**src/rtl/fifo_arb_pkg.sv**
```systemverilog
// Shared types and helpers for the fifo packet arbiter.
//   arb_state_t : arbiter FSM state (IDLE waits for a request, GRANT streams one packet)
//   idx_width() : width of a requester index for a given requester count
package fifo_arb_pkg;

    typedef enum logic {IDLE, GRANT} arb_state_t;

    // Never returns 0, so a degenerate count still yields a legal vector width.
    function automatic int unsigned idx_width(input int unsigned n);
        return (n > 1) ? $clog2(n) : 1;
    endfunction

endpackage

```
**src/rtl/rr_pick.sv**
```systemverilog
// Combinational round-robin picker.
// Finds the first set request bit strictly above ptr_i, wrapping modulo N_REQ.
// The bit at ptr_i itself is checked last, so it has the lowest priority.
//   req_i : request vector, one bit per requester
//   ptr_i : index of the most recently granted requester
//   any_o : at least one request bit is set
//   idx_o : index of the selected requester (0 when any_o is low)
module rr_pick
    import fifo_arb_pkg::*;
#(
    parameter int unsigned N_REQ = 4,
    parameter int unsigned IDX_W = idx_width(N_REQ)
) (
    input  logic [N_REQ-1:0] req_i,
    input  logic [IDX_W-1:0] ptr_i,
    output logic             any_o,
    output logic [IDX_W-1:0] idx_o
);

    int unsigned cand;

    always_comb begin
        any_o = 1'b0;
        idx_o = '0;
        cand  = 0;
        for (int unsigned k = 1; k <= N_REQ; k++) begin
            cand = (32'(ptr_i) + k) % N_REQ;
            if (!any_o && req_i[IDX_W'(cand)]) begin
                any_o = 1'b1;
                idx_o = IDX_W'(cand);
            end
        end
    end

endmodule

```
**src/rtl/fifo_pkt_arbiter.sv**
```systemverilog
// Packet-atomic round-robin arbiter sharing one fifo write port among N_REQ
// stream requesters. A grant is held until the granted requester's last beat
// is written; there is always one idle cycle between packets.
//   clk, rst     : clock and asynchronous active-high reset
//   s_valid_i    : per-requester beat valid
//   s_data_i     : requester r payload at [r*T_DATA_WIDTH +: T_DATA_WIDTH]
//   s_last_i     : per-requester end-of-packet flag
//   s_ready_o    : per-requester ready (only the granted bit, only when fifo not full)
//   fifo_push_o  : fifo push strobe
//   fifo_data_o  : {last, data} for the fifo
//   fifo_full_i  : fifo full
//   busy_o       : a packet grant is active
//   grant_o      : current or most recent granted requester
//   pkt_cnt_o    : completed packets since reset, wrapping
module fifo_pkt_arbiter
    import fifo_arb_pkg::*;
#(
    parameter int unsigned T_DATA_WIDTH = 8,
    parameter int unsigned N_REQ        = 4,
    parameter int unsigned CNT_WIDTH    = 16
) (
    input  logic                            clk,
    input  logic                            rst,
    input  logic [N_REQ-1:0]                s_valid_i,
    input  logic [N_REQ*T_DATA_WIDTH-1:0]   s_data_i,
    input  logic [N_REQ-1:0]                s_last_i,
    output logic [N_REQ-1:0]                s_ready_o,
    output logic                            fifo_push_o,
    output logic [T_DATA_WIDTH:0]           fifo_data_o,
    input  logic                            fifo_full_i,
    output logic                            busy_o,
    output logic [idx_width(N_REQ)-1:0]     grant_o,
    output logic [CNT_WIDTH-1:0]            pkt_cnt_o
);

    localparam int unsigned IDX_W = idx_width(N_REQ);

    arb_state_t              state_q;
    logic [IDX_W-1:0]        grant_q;
    logic [IDX_W-1:0]        rr_q;
    logic [CNT_WIDTH-1:0]    cnt_q;

    logic                    pick_any;
    logic [IDX_W-1:0]        pick_idx;

    logic                    sel_valid;
    logic                    sel_last;
    logic [T_DATA_WIDTH-1:0] sel_data;
    logic                    busy;
    logic                    push;

    rr_pick #(
        .N_REQ (N_REQ),
        .IDX_W (IDX_W)
    ) u_rr_pick (
        .req_i (s_valid_i),
        .ptr_i (rr_q),
        .any_o (pick_any),
        .idx_o (pick_idx)
    );

    // Select the granted requester's beat.
    always_comb begin
        sel_valid = 1'b0;
        sel_last  = 1'b0;
        sel_data  = '0;
        for (int unsigned r = 0; r < N_REQ; r++) begin
            if (grant_q == IDX_W'(r)) begin
                sel_valid = s_valid_i[r];
                sel_last  = s_last_i[r];
                sel_data  = s_data_i[r*T_DATA_WIDTH +: T_DATA_WIDTH];
            end
        end
    end

    // Ready does not depend on valid, so a paused requester still sees ready.
    always_comb begin
        busy      = (state_q == GRANT);
        push      = busy && sel_valid && !fifo_full_i;
        s_ready_o = '0;
        if (busy && !fifo_full_i) begin
            s_ready_o[grant_q] = 1'b1;
        end
    end

    assign fifo_push_o = push;
    assign fifo_data_o = {sel_last, sel_data};
    assign busy_o      = busy;
    assign grant_o     = grant_q;
    assign pkt_cnt_o   = cnt_q;

    // rr_q starts at the top index so requester 0 wins the first arbitration.
    always_ff @(posedge clk or posedge rst) begin
        if (rst) begin
            state_q <= IDLE;
            grant_q <= '0;
            rr_q    <= IDX_W'(N_REQ - 1);
            cnt_q   <= '0;
        end else begin
            unique case (state_q)
                IDLE: begin
                    if (pick_any) begin
                        grant_q <= pick_idx;
                        rr_q    <= pick_idx;
                        state_q <= GRANT;
                    end
                end
                GRANT: begin
                    if (push && sel_last) begin
                        state_q <= IDLE;
                        cnt_q   <= cnt_q + CNT_WIDTH'(1);
                    end
                end
                default: state_q <= IDLE;
            endcase
        end
    end

endmodule

```
**config.mk**
```make
export PLATFORM = sky130hd
export DESIGN_NAME = fifo_pkt_arbiter
export DESIGN_NICKNAME = d
export VERILOG_FILES = /design/src/rtl/fifo_arb_pkg.sv /design/src/rtl/rr_pick.sv /design/src/rtl/fifo_pkt_arbiter.sv
export SDC_FILE = /design/constraint.sdc
export NUM_CORES = 1
export LEC_CHECK = 0
export BUFFER_PORTS_ARGS = -buffer_cell sky130_fd_sc_hd__buf_2
export CORE_UTILIZATION = 43
export DETAILED_ROUTE_END_ITERATION = 16
export GPL_TIMING_DRIVEN = 0
export PLACE_DENSITY_LB_ADDON = 0.15
export SYNTH_ARGS = -nofsm -noshare
export SYNTH_HDL_FRONTEND = slang
export SYNTH_SLANG_ARGS = --single-unit
```
**constraint.sdc**
```tcl
create_clock -name clk -period 2.4 [get_ports clk]
set_clock_uncertainty 0.1 [all_clocks]
set_input_delay 0.48 -clock clk [delete_from_list [all_inputs] [get_ports clk]]
set_output_delay 0.48 -clock clk [all_outputs]
set_load 0.05 [all_outputs]
```
# == Word-level counts from Yosys, hierarchy flattened ==
# Index checks and enable logic that the tools add are counted.
# totals
regBits,21
input_bits,43
out_inout_bits,33
# classes
n_addsub,5
order_cmp,6
n_eq_ne,3
n_mux,34
bitwise,1
n_reduce_logical,15
# op_table
cell,n
$mux 8,4
$mux 1,19
$add 16x1->16 const B,1
$lt 2x3->1 const B,5
$bmux 1 s2,4
$logic_and 1x1->1,8
$mux 2,4
$add 2x1->2 const B,2
$add 2x2->2 const B,2
$eq 2x2->1 const B,2
$logic_not 1->1,4
$mux 4,1
$reduce_and 2->1,2
$demux 1 s2,1
$eq 2x1->1 const B,1
$ge 2x1->1 const B,1
$logic_not 2->1,1
$pmux 1 s2,1
$not 1->1,1

# == Logic depth before layout (Yosys ltp) ==
# Gate-level depths: netlist (run 1).
# logic_depth
word_depth,15
depth_mapped,5
ltp_nobuf,5

# == Modules after synthesis ==
# From an unflattened synthesis (run 1), not the netlist that was laid out.
# unflattened
hier_cells,118
hier_area_um2,1313.8
# by_module_without_submodules
module,n_inst,cells_per_inst,area_each_um2,seq_area_each_um2
fifo_pkt_arbiter,1,104,1222.4,528.0
rr_pick,1,14,91.3,0.0

# == Worst setup path after synthesis (run 1) ==
# Ideal clock, no wire load.
# synth_path
kind,reg2out
from,"register grant_q[0], in the netlist grant_o[0]"
to,output s_ready_o[1]
arrival_ns,2.734
required_ns,1.820
setup_slack_ns,-0.914
stages_incl_launch_ff,4
path_cell_list,dfrtp_1 > buf_2 > inv_1 > nor4_1
# synth_between
elab_chain_cells,5
# synth_lines
item,line,rtl
start: declaration,fifo_pkt_arbiter.sv:39,logic [IDX_W-1:0] grant_q;
start signal: assignment,fifo_pkt_arbiter.sv:103,grant_q <= pick_idx;
$lt 2x3->1 (implied by the code) or $ge 2x1->1 (tied branches),fifo_pkt_arbiter.sv:82,s_ready_o[grant_q] = 1'b1;
$logic_and 1x1->1 (implied by the code),fifo_pkt_arbiter.sv:82,
$mux 1 (implied by the code),fifo_pkt_arbiter.sv:82,
$demux 1 s2 *,fifo_pkt_arbiter.sv:82,
$mux 4 *,fifo_pkt_arbiter.sv:81,if (busy && !fifo_full_i) begin
end: declaration,fifo_pkt_arbiter.sv:27,"output logic [N_REQ-1:0] s_ready_o,"
# Mark *: on every way between the ends. The rest lies on a longest branch, timed or not.

# == Worst setup path in the final report (run 1) ==
# layout_path
from,"register grant_q[0], in the netlist grant_o[0]"
to,output fifo_push_o
# layout_between
elab_chain_cells,7
# layout_lines
item,line,rtl
$logic_not 2->1,fifo_pkt_arbiter.sv:68,if (grant_q == IDX_W'(r)) begin
$mux 1 (3 in series),fifo_pkt_arbiter.sv:68,
$mux 1 *,fifo_pkt_arbiter.sv:68,
$logic_and 1x1->1 * (2 in series),fifo_pkt_arbiter.sv:79,push = busy && sel_valid && !fifo_full_i;
end: declaration,fifo_pkt_arbiter.sv:28,"output logic fifo_push_o,"
# Marked as above.

==> results of run 1 <==
-- per-layer routing --
layer / part of all wire [%] / wire [um] / vias up / track usage (%)
li1: - / - / 594 / -
met1: 40 / 1290 / 587 / 24.7
met2: 54 / 1720 / 36 / 36.5
met3: 3.6 / 114 / 10 / 4.99
met4: 2.2 / 71 / 0 / 6.97
met5: 0 / 0 / - / 0
-- synthesized netlist by cell type, types with 4 or more instances --
cell,instances,area [um2]
nand4_1,4,25.0
xor2_1,11,96.3
nand3_1,4,20.0
xnor2_1,4,35.0
dfrtp_1,19,475
nor3_1,4,20.0
nor2_1,8,30.0
inv_1,6,22.5
nand2_1,9,33.8
mux4_2,10,225
-- stage by stage --
step	power, uW	TNS (ns)	instance area, um2	setup WS [ns]	std cells
2_1_floorplan	1590	-0.318	1330	-0.0951	116
3_3_place_gp	1850	0	1750	0.269	222
3_5_place_dp	1870	0	1750	0.245	222
4_1_cts	2060	0	1780	0.0515	226
5_1_grt	2160	0	1790	0.0184	226
6_report	2050	0	1790	0.0712	226
-- worst max-delay path, cell delays in order (launching register included) --
cell and delay, ns:
dfrtp_2 0.45, mux4_2 0.59, and2_1 0.19, buf_2 0.21
-- registers in the layout, indices dropped and copies added, names as in the netlist --
register,cells
grant_o,2
busy_o,1
pkt_cnt_o,16
rr_q,2
-- cell type report --
type | instances | area, um2
well taps | 31 | 38.8
plain buffers | 3 | 23.8
clock inverters | 1 | 5.00
flip-flops and latches | 21 | 529
multi-input cells | 86 | 769
clock buffers | 3 | 22.5
inverters | 6 | 22.5
repair buffers | 75 | 375
fillers | 246 | 1040
-- kinds of logic (layout without fill, tap and decap cells) --
family | count (synthesis) | count (layout) | share of synthesized area [%]
fa+ha+maj | 1 | 1 | 0.953
buf+inv | 9 | 88 | 2.95
flops | 21 | 21 | 40.2
compound gates | 13 | 13 | 6.67
mux | 11 | 11 | 18.0
xor+xnor | 15 | 15 | 10.0
simple gates | 46 | 46 | 21.2
-- repair_timing --
| action | CTS | global route |
|---|---|---|
| setup endpoints to repair | 10 | 4 |
| gates resized for setup | 3 | 2 |
| endpoints found under the hold margin | 0 | 0 |
-- power groups by stage --
stage / Sequential [uW] / Combinational [uW] / Clock, uW
2_1_floorplan: 741 / 854 / 0
3_3_place_gp: 555 / 1290 / 0
3_5_place_dp: 563 / 1310 / 0
4_1_cts: 557 / 1320 / 183
5_1_grt: 576 / 1390 / 198
6_report: 559 / 1320 / 177
-- worst min-delay path by stage --
stage | start | end | slack, ns
after global routing | rst | pkt_cnt_o[7] | 0.27
final | rst | pkt_cnt_o[9] | 0.20
after global placement | pkt_cnt_o[15] | pkt_cnt_o[15] | 0.35
after floorplan | rst | busy_o | 0.36
after detailed placement | pkt_cnt_o[15] | pkt_cnt_o[15] | 0.38
after CTS | rst | pkt_cnt_o[7] | 0.23
==> metrics.cfg, run 1 <==
[status]
outcome = finished, violations left
violations = DRC

[place]
port_buffers = 75
routabilityCongestion = 0.804
dp.final_hpwl_um = 2600

[global_routing]
grt_first_pass_wirelength_um = 5210
grt-ovfl-total = 0
antenna_found_initial = 0
grt_max_degree = 22
grt.total_usage_pct = 20.7
grt_pass1_vias = 1181

[sta]
hold_viol_final = 0
finalSetupViolations = 0
hold-worst-slack_ns = 0.197
tightestPinTransition_ns = 0.806
fin_crit_ns = 2.33
rsz0062_at_grt = false
fin_crit_sh_pct = 97.0
drv_slew = 0
fmax_mhz = 429
relSlewSlack_pct = 46.2

[layout]
fin_util_pct = 63.2
diodes = 0
drive_gt1_share_pct = 53.8
syn_to_final_growth_pct = 36.1
fin_nets = 240
mostFrequentLayoutCell = buf_2
layout_common_cells = 75 x buf_2, 18 x dfrtp_1, 11 x xor2_1

[route]
drc_errors = 2
avgRoutedWirePerCell_um = 14.2
firstDrtPassIters = 10
vias_per_cell = 5.43
routed_wl_um = 3200
drt.antenna.violating_nets = 0
vias = 1227
drt_iter0_drc = 48

[logic_synthesis]
yosys_warnings = 0
synthesis.area_um2 = 1310
synth_cell_types = 34
synth_edf_count = 0
syn_nets = 160
async_reset_ff_share_pct = 100
syn_inst = 116
syn_area_per_cell_um2 = 11.3
synth_flop_cell = dfrtp_1
synth-seq-area-share_pct = 40.2
ys_ff_latch = 21

[cts]
post-cts-setup-buffers = 0
root_buffer = clkbuf_4
clk_latency_ns = 0.31
cts_hold_buf = 0
cts_tree = done
htreeDepth = 1
numClockSinks = 21
cts_buffers = 3
cts.path.max_buffers = 2
path_clk_slew_ns = 0.13

[floorplanning]
start_util_pct = 46.4
placementRows = 19
die_w_um = 57.3
io_pins = 76
core_area_um2 = 2830
die_h_um = 57.3
die-area_um2 = 3280

[power_and_ir_drop]
p_int_uw = 935
p_switching_uw = 1120
power.share.switching_pct = 54.5
combPwrFrac_pct = 64.2
pwr-share-clk_pct = 8.6
seqPwrFrac_pct = 27.2
power_leakage_uw = 0.000937
ir_drop_mv = 0.988
power_density_nw_per_um2 = 1150

[critical_path]
crit_start = grant_o[0]
worstReg2RegEnd = pkt_cnt_o[1]
crit_path_end_kind = primary output
critPathKind = flop to primary output
reg2reg_slack_ns = 0.54
cp.arrival_ns = 1.75
start_kind = flop
cp.required_ns = 1.82
crit_path_end = fifo_push_o
cp_max_fo = 5
worstRegToRegCells = 4
worstReg2RegStart = grant_o[0]

[flow_run]
max_cap_viol_count = 0

[hold_path]
hold_class = input pin to asynchronous set/reset pin

(Power assumes the default switching activity.)
==> run 2, diff against run 1 <==
--- a/config.mk
+++ b/config.mk
@@ -8,2 +8,3 @@
 export BUFFER_PORTS_ARGS = -buffer_cell sky130_fd_sc_hd__buf_2
+export CAP_MARGIN = 10
 export CORE_UTILIZATION = 43
==> constraint.sdc (replaced) <==
create_clock -name clk -period 2.4 [get_ports clk]
set_clock_uncertainty 0.1 [all_clocks]
set_input_delay 0 -clock clk [delete_from_list [all_inputs] [get_ports clk]]
set_output_delay 0 -clock clk [all_outputs]
set_load 0.05 [all_outputs]
==> run 2 against run 1 <==
The run still ends with DRC left. Combinational power about the same. First-iteration DRC count down 6.3%. Critical path depth unchanged. Non-clock buffer count up 5. Wire length down 4.2%. Sequential share of layout area down 0.56 points. Core utilization up 1.1 points. Largest power group unchanged.
==> metrics.cfg, run 2 (synthesis gave the netlist of run 1 again) <==
[global_routing]
grt-ovfl-total = 0  ; unchanged
grt_first_pass_wirelength_um = 5160  ; -0.92%
antenna_found_initial = 0  ; unchanged
grt.total_usage_pct = 20.2  ; -0.47 points
grt_pass1_vias = 1191  ; +0.85%
grt_max_degree = 22  ; unchanged

[place]
dp.final_hpwl_um = 2510  ; -3.6%
dpl_cell_area_um2 = 1740  ; -0.50%
dp_cells = 222  ; unchanged
routabilityCongestion = 0.793  ; -1.4%
port_buffers = 75  ; unchanged

[route]
avgRoutedWirePerCell_um = 13.3  ; -6.2%
met1Wirelength_um = 1240  ; -4.3%
firstDrtPassIters = 10  ; unchanged
drt.antenna.violating_nets = 0  ; unchanged
vias = 1263  ; +2.9%
dr_wl_met3_um = 123  ; +7.9%
vias_per_cell = 5.47  ; +0.71%
dr.max_layer_used = met4
drt_iter0_drc = 45  ; -6.3%
wl_met2_um = 1690  ; -1.6%
drc_errors = 4  ; +2
routed_wl_um = 3070  ; -4.2%

[floorplanning]
die_h_um = 57.3  ; unchanged
placementRows = 19  ; unchanged
die-area_um2 = 3280  ; unchanged
die_w_um = 57.3  ; unchanged
core_area_um2 = 2830  ; unchanged
start_util_pct = 46.4  ; unchanged
io_pins = 76  ; unchanged

[cts]
cts_tree = done
root_buffer = clkbuf_4
cts_buffers = 3  ; unchanged
htreeDepth = 1  ; unchanged
clk_latency_ns = 0.31  ; about the same
post-cts-setup-buffers = 0  ; unchanged
cts.repair.resized = 0  ; -3
numClockSinks = 21  ; unchanged
path_clk_slew_ns = 0.12  ; about the same
cts.path.max_buffers = 2  ; unchanged

[layout]
layout_common_cells = 76 x buf_2, 19 x dfrtp_1, 11 x xor2_1
drive_gt1_share_pct = 51.0  ; -2.8 points
nFillCells = 244  ; -0.81%
largest_reg_flops = 16  ; unchanged
ff_latch_area_um2 = 528  ; -0.24%
syn_to_final_growth_pct = 38.4
mostFrequentLayoutCell = buf_2
layout.cells.non_filler = 231  ; +2.2%
multi_input_area_um2 = 758  ; -1.5%
diodes = 0  ; unchanged
fin_nets = 245  ; +2.1%
final_area_um2 = 1820  ; +1.7%

[status]
violations = DRC
outcome = finished, violations left

[critical_path]
crit_path_end_kind = primary output
worstReg2RegStart = grant_o[0]
critPathKind = flop to primary output
worstRegToRegCells = 4  ; unchanged
reg2reg_slack_ns = 0.52  ; -0.02 ns
cp.arrival_ns = 1.88  ; +0.13 ns
start_kind = flop
cp_max_fo = 10  ; +5
worstReg2RegEnd = pkt_cnt_o[1]
cp.required_ns = 2.30  ; +0.48 ns

[sta]
fin_tns_setup_ns = 0  ; unchanged
drv_slew = 0  ; unchanged
rsz0062_at_grt = false
finalSetupViolations = 0  ; unchanged
hold-worst-slack_ns = 0.00617  ; -0.190 ns
hold_viol_final = 0  ; unchanged
tightestPinTransition_ns = 0.758  ; -0.0477 ns
relSlewSlack_pct = 49.4  ; +3.2 points
fmax_mhz = 504  ; +17%
fin_crit_ns = 1.98  ; -0.344 ns
fin_crit_sh_pct = 82.7  ; -14 points

[power_and_ir_drop]
power_leakage_uw = 0.000954  ; +1.8%
ir_drop_mv = 0.806  ; -18%
power_density_nw_per_um2 = 1110  ; -3.5%

[flow_run]
max_cap_viol_count = 0  ; unchanged

[hold_path]
hold_depth = 4
min_from = fifo_full_i
hold_class = input pin to flop
hold_end = pkt_cnt_o[0]

## run 2: cell count changes in the layout (fill, tap and decap cells not counted)
cell | before | now
dfrtp_2 | 1 | 0
buf_2 | 75 | 76
nor2_2 | 1 | 0
clkbuf_2 | 1 | 0
nor4_2 | 1 | 2
nor2_1 | 7 | 8
clkbuf_1 | 0 | 1
dlygate4sd3_1 | 0 | 5
nor4_4 | 1 | 0
buf_6 | 1 | 0
dfrtp_1 | 18 | 19
## run 2: critical path: stages, from the launching register on
cell and delay (ns):
dfrtp_1 0.49, buf_2 0.33, mux4_2 0.54, buf_2 0.22
## run 2: metrics by stage
stage	power (uW)	setup WS (ns)	util, %
3_5_place_dp	1860	0.510	61.5
3_3_place_gp	1830	0.539	61.5
6_report	2020	0.415	64.2
2_1_floorplan	1580	0.122	-
5_1_grt	2130	0.273	64.2
4_1_cts	2030	0.382	64.2
## run 2: timing repair
action	4_1_cts	5_1_grt
hold buffers	5	0
endpoints found under the setup margin	0	0
hold endpoints to repair	22	0
## run 2: layer usage
layer / vias up / track usage, %
li1: 600 / -
met1: 629 / 23.6
met2: 32 / 37.3
met3: 2 / 5.67
met4: 0 / 3.48
met5: - / 0
## run 2: worst max path at each step
stage | to | start | cells past startpoint | slack (ns)
after detailed placement | pkt_cnt_o[1] | grant_o[0] | 4 | 0.51
final | fifo_data_o[0] | grant_o[0] | 3 | 0.42
after global placement | pkt_cnt_o[1] | grant_o[0] | 4 | 0.54
after global routing | fifo_data_o[0] | grant_o[0] | 3 | 0.27
after CTS | fifo_data_o[0] | grant_o[0] | 3 | 0.38
after floorplan | s_ready_o[1] | grant_o[0] | 3 | 0.12
## run 2: power by group
part / internal (uW) / switching, uW / total (uW) / leakage, uW
combinational: 417 / 875 / 1290 / 0.000666
sequential: 441 / 114 / 556 / 0.000271
clock: 62.2 / 107 / 169 / 0.0000177
total: 920 / 1100 / 2020 / 0.000954
## run 2: layout make-up
cell class	instances	share of cell area, %
clock buffer	3	1.24
clock inverter	1	0.275
sequential	21	29.1
tap	31	2.13
inverter	6	1.24
buffer	3	0.895
timing repair buffer	80	23.4
multi-input combinational	86	41.7
==> run 3, diff against run 2 <==
- CORE_UTILIZATION: 43 -> 39
- clock period: 2.4 -> 1.71 ns (I/O delays scaled with it)
==> run 3 against run 2 <==
The run ends with setup timing left. Cell count rose by 9.1%. Wire length rose by 18%. Combinational power rose by 88%. Clock-buffer cell count did not move. Highest routed layer unchanged.
==> metrics.cfg, run 3 (synthesis gave the netlist of run 1 again) <==
[power_and_ir_drop]
power_density_nw_per_um2 = 1630  ; +47%
power_leakage_uw = 0.00105  ; +9.7%
ir_drop_mv = 1.25  ; +55%

[place]
dp.final_hpwl_um = 2700  ; +7.8%
routabilityCongestion = 0.796  ; +0.43%
dpl_cell_area_um2 = 1800  ; +3.7%
dp_slack_ns = -0.115  ; -0.625 ns
port_buffers = 75  ; unchanged

[global_routing]
grt_max_degree = 22  ; unchanged
grt.total_usage_pct = 20.0  ; -0.21 points
grt-ovfl-total = 0  ; unchanged
antenna_found_initial = 0  ; unchanged
grt_first_pass_wirelength_um = 5350  ; +3.7%
grt_pass1_vias = 1215  ; +2.0%

[route]
routed_wl_um = 3630  ; +18%
vias_per_cell = 5.12  ; -6.4%
drt_iter0_drc = 46  ; +2.2%
avgRoutedWirePerCell_um = 14.4  ; +8.5%
firstDrtPassIters = 4  ; -6
drt.antenna.violating_nets = 0  ; unchanged
drc_errors = 0  ; -4
vias = 1290  ; +2.1%

[layout]
layout_common_cells = 61 x buf_2, 16 x dfrtp_1, 12 x buf_6
syn_to_final_growth_pct = 61.2
largest_reg_flops = 16  ; unchanged
mostFrequentLayoutCell = buf_2
drive_gt1_share_pct = 63.0  ; +12 points
final_area_um2 = 2120  ; +16%
fin_util_pct = 67.6  ; +3.4 points
diodes = 0  ; unchanged
fin_nets = 253  ; +3.3%
nFillCells = 253  ; +3.7%

[cts]
cts_buffers = 3  ; unchanged
path_clk_slew_ns = 0.13  ; about the same
root_buffer = clkbuf_4
htreeDepth = 1  ; unchanged
cts.path.max_buffers = 2  ; unchanged
clk_latency_ns = 0.31  ; about the same
numClockSinks = 21  ; unchanged
cts_tree = done

[sta]
layout_setup_ws_ns = -0.0707  ; -0.486 ns
fin_tns_setup_ns = -0.333  ; -0.333 ns
hold_viol_final = 0  ; unchanged
fin_crit_ns = 1.78
rsz0062_at_grt = true
fin_crit_sh_pct = 104
drv_slew = 0  ; unchanged
tightestPinTransition_ns = 0.801  ; +0.0425 ns
finalSetupViolations = 11  ; +11
relSlewSlack_pct = 46.6  ; -2.8 points
fmax_mhz = 562

[critical_path]
critPathKind = flop to flop
crit_family = multiplexers
crit_path_end_kind = flop
cp.arrival_ns = 1.89  ; about the same
cp_max_fo = 4  ; -6
start_kind = flop
cp.required_ns = 1.82  ; -0.48 ns
path_buf_inv = 0  ; -2
path_cells = mux4_2 -> and2_4 -> nand2_4 -> mux2_4
critical_path.slowest_cell = mux4_2
cpPeakStageDelay_ns = 0.59  ; +0.05 ns

[status]
outcome = finished, violations left
violations = setup timing

[floorplanning]
placementRows = 20  ; +1
die_h_um = 60.0  ; +4.8%
core_area_um2 = 3130  ; +11%
die-area_um2 = 3600  ; +9.9%
start_util_pct = 42.0  ; -4.4 points
die_w_um = 60.0  ; +4.8%
io_pins = 76  ; unchanged

[hold_path]
hold_class = input pin to flop

[flow_run]
max_cap_viol_count = 0  ; unchanged

## run 3: cell types whose count changed in the layout (fill, tap and decap cells not counted), moves of 6 or more
cell	change
buf_2	-15
buf_4	+8
buf_6	+12
nor2_1	-6
## run 3: final timing paths
check	endpoint	slack, ns	start	cells past startpoint
hold reg to reg	pkt_cnt_o[15]	0.37	pkt_cnt_o[15]	1
min in group asynchronous	pkt_cnt_o[4]	0.27	rst	3
hold / removal	pkt_cnt_o[2]	0.03	fifo_full_i	4
max in group asynchronous	grant_o[1]	0.69	rst	3
setup / recovery	pkt_cnt_o[1]	-0.07	grant_o[0]	4
setup reg to reg	pkt_cnt_o[1]	-0.07	grant_o[0]	4
## run 3: report_power, final
| group | leakage (uW) | internal [uW] | switching [uW] |
|---|---|---|---|
| clock network | 0.0000177 | 87.3 | 164 |
| registers | 0.000268 | 626 | 164 |
| logic | 0.000762 | 1000 | 1420 |
| total | 0.00105 | 1710 | 1740 |
## run 3: area by class of cell
cell class	instances	area [um2]	share of cell area (%)
Multi-Input combinational cell	86	855	40.4
Inverter	6	26.3	1.24
Tap cell	44	55.1	2.60
Timing Repair Buffer	88	586	27.7
Sequential cell	21	532	25.1
Clock inverter	1	5.00	0.237
Buffer	3	35.0	1.66
Clock buffer	3	22.5	1.06
## run 3: worst reg2reg max path, cell delays in order (launching register included)
cell and delay [ns]:
dfrtp_2 0.46, mux4_2 0.59, and2_4 0.19, nand2_4 0.07, mux2_4 0.29
## run 3: what timing repair did
action                                  in CTS  in global routing
pin swaps                                    2                  3
resized for setup                           33                 15
hold buffers                                 5                  0
endpoints found under the setup margin      14                 29
gates cloned                                 0                  0
buffers inserted                             6                  2
endpoints found under the hold margin       22                  0
## run 3: layer usage
| layer | global-route usage, % | part of all wire, % | vias up |
|---|---|---|---|
| met3 | 4.76 | 4.1 | 2 |
| met2 | 36.3 | 54 | 36 |
| met4 | 2.66 | 0.33 | 0 |
| li1 | - | - | 617 |
| met1 | 24.4 | 41 | 635 |
| met5 | 0 | 0 | - |
## run 3: per-stage QoR
stage | total power [uW] | std cells | hold WS, ns
6_report | 3460 | 252 | 0.0315
5_1_grt | 3610 | 252 | 0.0322
4_1_cts | 3310 | 250 | 0.0329
3_5_place_dp | 2700 | 235 | 0.105
3_3_place_gp | 2660 | 235 | 0.0887
2_1_floorplan | 2300 | 116 | -0.125
